**config.mk**
```make
export PLATFORM = sky130hd
export DESIGN_NAME = clk_period_meter
export DESIGN_NICKNAME = d
export VERILOG_FILES = /design/src/rtl/clk_period_meter.sv
export SDC_FILE = /design/constraint.sdc
export NUM_CORES = 1
export LEC_CHECK = 0
export BUFFER_PORTS_ARGS = -buffer_cell sky130_fd_sc_hd__buf_2
export CAP_MARGIN = 20
export CORE_ASPECT_RATIO = 0.8
export CORE_MARGIN = 3
export CORE_UTILIZATION = 52
export CTS_CLUSTER_DIAMETER = 100
export DETAILED_ROUTE_END_ITERATION = 6
export PLACE_DENSITY = 0.78
export SLEW_MARGIN = 40
export SYNTH_ARGS = -nofsm -noshare
export SYNTH_HDL_FRONTEND = slang
export SYNTH_SLANG_ARGS = --single-unit
```
**constraint.sdc**
```tcl
create_clock -name clk -period 2.6 [get_ports clk]
set_clock_uncertainty 0.1 [all_clocks]
set_input_delay 0.65 -clock clk [delete_from_list [all_inputs] [get_ports clk]]
set_output_delay 0.65 -clock clk [all_outputs]
set_load 0.02 [all_outputs]
```
**src/rtl/clk_period_meter.sv**
```systemverilog
// clk_period_meter: measures period and high time of a slow async square wave
// in clk cycles. Optional 4-sample period averaging via CLK_PERIOD_METER_AVG_EN.
//
// Ports:
//   clk     system clock
//   rst     asynchronous reset, active-high
//   in      measured square wave, asynchronous to clk
//   period  cycles between consecutive rising edges (averaged when enabled)
//   high    cycles from rising edge to following falling edge
//   valid   one-cycle strobe, period/high updated this cycle
//   timeout level, no rising edge within 2^WIDTH-1 cycles
module clk_period_meter #(
  parameter int WIDTH       = 16,
  parameter int SYNC_STAGES = 2
) (
  input  logic             clk,
  input  logic             rst,
  input  logic             in,
  output logic [WIDTH-1:0] period,
  output logic [WIDTH-1:0] high,
  output logic             valid,
  output logic             timeout
);

  typedef enum logic {
    IDLE,
    MEASURE
  } state_t;

  localparam logic [WIDTH-1:0] CMAX = '1;
  localparam logic [WIDTH-1:0] ONE  = WIDTH'(1);

  logic [SYNC_STAGES-1:0] sync;
  logic                   s;
  logic                   s_d;
  logic                   rise;
  logic                   fall;

  state_t                 state;
  logic [WIDTH-1:0]       cnt;
  logic [WIDTH-1:0]       hshadow;

  // cap: a rise closes a measurement window
  // sat: counter pinned at its maximum with no rise in sight
  logic                   cap;
  logic                   sat;
  logic                   cap_ok;
  logic [WIDTH-1:0]       cap_period;

  always_ff @(posedge clk or posedge rst) begin
    if (rst) begin
      sync <= '0;
      s_d  <= 1'b0;
    end else begin
      sync <= {sync[SYNC_STAGES-2:0], in};
      s_d  <= s;
    end
  end

  assign s    = sync[SYNC_STAGES-1];
  assign rise = s & ~s_d;
  assign fall = ~s & s_d;

  assign cap = (state == MEASURE) && rise;
  assign sat = (state == MEASURE) && !rise && (cnt == CMAX);

`ifdef CLK_PERIOD_METER_AVG_EN
  logic [WIDTH-1:0] hist [4];
  logic [WIDTH+1:0] sum;
  logic [WIDTH+1:0] sum_nx;
  logic [2:0]       ncap;

  // Running sum of the last four raw periods; the oldest drops out as the
  // newest enters, so no adder tree is needed.
  assign sum_nx     = sum + {2'b00, cnt} - {2'b00, hist[3]};
  assign cap_ok     = (ncap >= 3'd3);
  assign cap_period = sum_nx[WIDTH+1:2];

  always_ff @(posedge clk or posedge rst) begin
    if (rst) begin
      for (int i = 0; i < 4; i++) hist[i] <= '0;
      sum  <= '0;
      ncap <= '0;
    end else if (sat) begin
      for (int i = 0; i < 4; i++) hist[i] <= '0;
      sum  <= '0;
      ncap <= '0;
    end else if (cap) begin
      hist[0] <= cnt;
      hist[1] <= hist[0];
      hist[2] <= hist[1];
      hist[3] <= hist[2];
      sum     <= sum_nx;
      if (ncap != 3'd4) ncap <= ncap + 3'd1;
    end
  end
`else
  assign cap_ok     = 1'b1;
  assign cap_period = cnt;
`endif

  always_ff @(posedge clk or posedge rst) begin
    if (rst) begin
      state   <= IDLE;
      cnt     <= '0;
      hshadow <= '0;
      period  <= '0;
      high    <= '0;
      valid   <= 1'b0;
      timeout <= 1'b0;
    end else begin
      valid <= 1'b0;
      unique case (state)
        IDLE: begin
          if (rise) begin
            cnt     <= ONE;
            hshadow <= '0;
            state   <= MEASURE;
          end
        end
        MEASURE: begin
          if (rise) begin
            if (cap_ok) begin
              period  <= cap_period;
              high    <= hshadow;
              valid   <= 1'b1;
              timeout <= 1'b0;
            end
            cnt     <= ONE;
            hshadow <= '0;
          end else if (cnt == CMAX) begin
            timeout <= 1'b1;
            cnt     <= '0;
            state   <= IDLE;
          end else begin
            cnt <= cnt + ONE;
            if (fall) hshadow <= cnt;
          end
        end
      endcase
    end
  end

endmodule

```
# [Yosys cells after proc, flatten, opt, wreduce, memory -nomap -nowiden]
# Cells that the tools add are included.
[totals] ff_bits=70 in_bits=3 output_inout_bits=34 wordCells=39
[op_classes] addsub=1 n_eq_ne=4 n_mux=16 bitwise=5 reduce_logical=4
[op_table] op="2-to-1 mux 16 bit" n=7
[op_table] op="one-hot mux 16 bit (2 select lines)" n=2
[op_table] op="adder 16 x 1 -> 16 bit, second input constant" n=1
[op_table] op="== test 16 bit, second input constant" n=1
[op_table] op="2-to-1 mux 1 bit" n=6
[op_table] op="!= test 3 bit, second input constant" n=2
[op_table] op="AND reduction 2 bit" n=2
[op_table] op="NOT 1 bit" n=3
[op_table] op="AND reduction 3 bit" n=1
[op_table] op="AND 1 bit" n=2
[op_table] op="!= test 2 bit, second input constant" n=1
[op_table] op="one-hot mux 1 bit (2 select lines)" n=1
[op_table] op="nonzero test 2 bit" n=1

# [Longest topological paths before layout]
[logic_depth] ltp_word=6 depth_mapped=7 mapped_depth_nobuf=5

# [Worst setup path after synthesis]
# OpenSTA, ideal clock, no wires.
[synth_timing] path_kind="reg2reg" start="register cnt[0] (netlist: cap_period[0])" end="register hshadow[1]" setup_ps=121 arrival_ps=1863 t_required_ps=2379 setup_slack_ps=516 stages_incl_launch_ff=8 path_buffers=2 synth_period_minus_slack_ps=2084 cell_sequence="dfrtp_1 ha_1 nand3_1 or4_1 buf_6 buf_6 a32o_1 a22o_1"
[synth_between] elab_chain_len=3
[synth_rtl] element="start, declared" line_no="40" source="logic [WIDTH-1:0] cnt;"
[synth_rtl] element="start signal, assigned" line_no="136" source="cnt <= cnt + ONE;"
[synth_rtl] element="== test 16 bit" line_no="131" source="end else if (cnt == CMAX) begin"
[synth_rtl] element="!= test 3 bit (no source line)"
[synth_rtl] element="AND reduction 3 bit (no source line)"
[synth_rtl] element="end signal, assigned" line_no="137" source="if (fall) hshadow <= cnt;"
[synth_rtl] element="end, declared" line_no="41" source="logic [WIDTH-1:0] hshadow;"
# No other way between the ends.
# A chain may end at the register's enable or synchronous reset.

# [Final worst setup path]
[layout_timing] start="register cnt[0] (netlist: cap_period[0])" end="register hshadow[15]"
# Same word-level chain as after synthesis.

==> results.md <==
- Measured along the x axis, the die boundary spans slightly above 90 um.
- The total core area is 5590 um2.
- For this run the aggregate overflow at the end of global routing stands at 0.
- Clock-pin slew was measured on the worst setup and hold paths at 70 ps.
- The highest achievable clock rate is roughly 0.43 GHz.
- The maximum fanout along the worst path is 17.
- The first global-routing pass estimated about 10 mm of wire.
- The critical path in this run is classified as flop to flop.
- The leakage power summed over all cells is ~1.7 nW.
- The hold violation count in the final report is 0.
- The count of cell types in the netlist is 36.
- Detailed routing inserted a total of between 2000 and 2500 vias.
- The floorplan die height is 74.8 um.
- The overall power consumption is between 2 and 2.5 mW.
- In the synthesized netlist the dominant register cell turns out to be sky130_fd_sc_hd__dfrtp_1.
- The clock period could shrink to roughly 2300 ps.
- The initial cell density of the core is a little under three fifths.
- Setup violations remaining at the end of the flow were counted as 0.
- The cell count after synthesis is between 200 and 250.
- The number of nets in the layout is between 200 and 300.
- The number of CTS-inserted buffers is 9.
- The startpoint identified for the worst register-to-register timing path is cap_period[0]$_DFFE_PP0P_.
- Sequential cells were found to cover 57.0% of the synthesized design area.
- The flow ran to the end, and the final reports show no timing, DRC or antenna violations.
- The final design area excluding fillers is about 3500 um2.
- The number of flip-flops and latches in the synthesized netlist is 70.
- Setup repair after global routing left no endpoint under its margin.
- The slowest stage of the critical path belongs to the cell sky130_fd_sc_hd__or4_1.
- The post-synthesis async set-or-reset flop share is 100%.
- The part of the cycle the worst path needs is roughly nine tenths.
- At the end of routability-driven placement, the weighted congestion stood at 0.869.
- The main combinational cell family by area after synthesis is compound AO/OA/AOI/OAI gates.
- The number of gates given a new drive strength after cts is 0.
- The post-synthesis instance area is about 3000 um2.
- Entering global routing, the biggest net connects 43 pins.
- The count of routing violations after the opening detailed-route iteration is 116.
- The routed wire length per instance is around 17 um.
- The mean instance size in the synthesized netlist is about 12 um2.
- The port buffer count is 36.
- The post-synth net total is about 250.
- The floorplan row count is 24.
- The post-synthesis xor/xnor area fraction is 1.71%.
- The number of placed I/O pins is 37.
- STA classifies the critical path startpoint as a flop.
- The number of antenna violations at the first check in global routing is 0.
- Traced cell by cell, the critical path runs through ha_1 -> nand3_1 -> or4_1 -> buf_4 -> a21oi_4 -> a22o_1.
- The adder-cell share of the synthesized area is 0.814%.
- The critical register-to-register path endpoint is hshadow[15]$_DFFE_PP0P_.
- The wire-length estimate of the detail-placed layout is a little over 4 mm.
- Fill cells in the final layout number between 400 and 500.
- The root buffer selected by CTS is sky130_fd_sc_hd__clkbuf_8.
- The total count of max-transition violations in the final report is 0.
- Summing the areas of all compound-gate instances in the mapped netlist gives about 16% of the synthesized area.
- In this design, the stage delay of the slowest critical-path cell is around 540 ps.
- The path type of the worst min-delay path is primary input to async pin.
- The placed instance area is 3330 um2.
- The worst-case register-to-register setup slack is roughly 260 ps.
- The share of synthesized cell area in and, or, nand and nor gates is 9.24%.
- The most critical setup path has its startpoint at cap_period[0]$_DFFE_PP0P_.
- The overall global routing resource usage is between 10% and 20%.
- The kind of end point of the critical path is a flop.
- For this run, the number of Yosys warnings is 0.
- Setup total negative slack on the finished layout was measured at 0 ps.
- The final standard cell utilization of the core is about 63%.
- Across the run, the number of max-cap violations was 0.
- The number of H-tree branching levels is 3.
- At the worst endpoint, the required time is around 2800 ps.
- The share of cell area taken by muxes after synthesis is between 10% and 20%.
- The relative max-transition margin is about 66%.
- The measured slew at the worst slew-check pin is 510 ps.
- Counting flops with a built-in enable in the synthesized netlist gives 0.
- The number of setup buffers added after CTS is 0.
- The clock net in this run drives a total of 70 sinks.
- The count of antenna-violating nets left after detailed routing is 0.
- The number of remaining DRC errors is 0.
- The share of layout cells above drive strength 1 is between 30% and 40%.
- The deepest clock path buffer count is 2.
- The post-detailed-route via-to-cell ratio is about 5.7.
- The worst-case reg-to-reg path depth is 6.
- Buffers inserted to repair hold after CTS numbered 0.
- Leaving out fill and tap cells, the most frequent cells in the layout are sky130_fd_sc_hd__dfrtp_1 (70), sky130_fd_sc_hd__buf_2 (36), sky130_fd_sc_hd__mux2_2 (28), sky130_fd_sc_hd__a32o_1 (16), sky130_fd_sc_hd__a22o_1 (16).
- The power per unit of standard cell area is between 600 and 700 nW/um2.
- The peak supply drop is roughly 0.00035 V.
- The final antenna diode count is 0.
- The die area is a little under 7000 um2.
- TritonCTS built the clock tree.
- At the later pin of the worst-skew pair, clock insertion delay measures 340 ps.
- The total iterations of the first detailed-routing run is 4.
- The routed design has just over 6 mm of wire.
- The post-synthesis to final-layout area growth is 14.0%.
- The most common cell after layout, fill and taps aside is sky130_fd_sc_hd__dfrtp_1.
- The data arrival time of the worst path is roughly 2500 ps.
- The via count of the first global-routing pass was ~2100.
-- per-stage QoR --
step / worst slack, ps / std cells / hold slack (ps)
2_1_floorplan: 81.8 / 247 / 231
3_3_place_gp: 390 / 351 / 236
3_5_place_dp: 297 / 351 / 238
4_1_cts: 277 / 365 / 235
5_1_grt: 168 / 365 / 262
6_report: 264 / 365 / 237
-- synth_stat cells, types with 2 or more instances --
library cell	instances	area (um2)
sky130_fd_sc_hd__a21boi_0	4	30.0
sky130_fd_sc_hd__and4_1	3	26.3
sky130_fd_sc_hd__a21oi_1	4	20.0
sky130_fd_sc_hd__nand2_1	13	48.8
sky130_fd_sc_hd__a22o_1	16	140
sky130_fd_sc_hd__buf_6	3	33.8
sky130_fd_sc_hd__a311oi_1	2	17.5
sky130_fd_sc_hd__clkbuf_1	13	48.8
sky130_fd_sc_hd__dfrtp_1	70	1750
sky130_fd_sc_hd__nand4_1	7	43.8
sky130_fd_sc_hd__o32ai_1	4	35.0
sky130_fd_sc_hd__nand2b_1	3	18.8
sky130_fd_sc_hd__and3_1	2	12.5
sky130_fd_sc_hd__xor2_1	5	43.8
sky130_fd_sc_hd__o21ai_0	6	30.0
sky130_fd_sc_hd__nor2_1	9	33.8
sky130_fd_sc_hd__buf_2	5	25.0
sky130_fd_sc_hd__inv_1	9	33.8
sky130_fd_sc_hd__ha_1	2	25.0
sky130_fd_sc_hd__nand3_1	6	30.0
sky130_fd_sc_hd__a32o_1	16	160
sky130_fd_sc_hd__mux2_2	28	315
sky130_fd_sc_hd__or3_1	4	25.0
-- cell families (layout without fill, tap and decap cells) --
logic type | Yosys count | count (layout)
mux | 28 | 28
fa+ha+maj | 2 | 2
buf+inv | 32 | 72
flops | 70 | 70
xor+xnor | 6 | 6
compound gates | 57 | 57
simple gates | 52 | 52
-- power breakdown --
part | internal, mW | switching (mW)
clock network | 0.413 | 0.369
registers | 1.19 | 0.0872
logic | 0.155 | 0.208
-- state kept, by name (all words and copies together), names as in the netlist --
signal	cells
cap_period	16
high	16
hshadow	16
period	16
sync	2
s_d	1
state	1
timeout	1
valid	1
-- worst max-delay path, delay by kind of cell (launching register included) --
| family | cells | cell delay, ps |
|---|---|---|
| AND/OR/NAND/NOR | 2 | 640 |
| adder cells (fa/ha/maj) | 1 | 220 |
| flip-flops | 1 | 450 |
| AO/OA/AOI/OAI | 2 | 650 |
| buffers and inverters | 1 | 200 |
-- final cells by class --
| type | instances | area (um2) | share of cell area (%) |
|---|---|---|---|
| flip-flops and latches | 70 | 1750 | 50.0 |
| inverters | 9 | 33.8 | 0.964 |
| clock inverters | 1 | 5.00 | 0.143 |
| multi-input cells | 145 | 1160 | 33.0 |
| repair buffers | 49 | 290 | 8.28 |
| well taps | 78 | 97.6 | 2.78 |
| clock buffers | 13 | 169 | 4.82 |
-- worst max-delay path by stage --
stage,end,slack (ps),cells after the start
after floorplan,cap_period[0]$_DFFE_PP0P_,80,1
after global placement,hshadow[6]$_DFFE_PP0P_,390,6
after detailed placement,hshadow[7]$_DFFE_PP0P_,300,6
after CTS,hshadow[15]$_DFFE_PP0P_,280,6
after global routing,hshadow[15]$_DFFE_PP0P_,170,6
final,hshadow[15]$_DFFE_PP0P_,260,6
-- routing by layer --
layer	global-route usage [%]	part of all wire, %	vias up
met5	0	0	-
met3	6.49	5.3	6
li1	-	-	992
met2	30.7	46	59
met4	5.93	0.91	0
met1	26.3	48	1028
No activity file was read; power rests on OpenSTA's default activity.
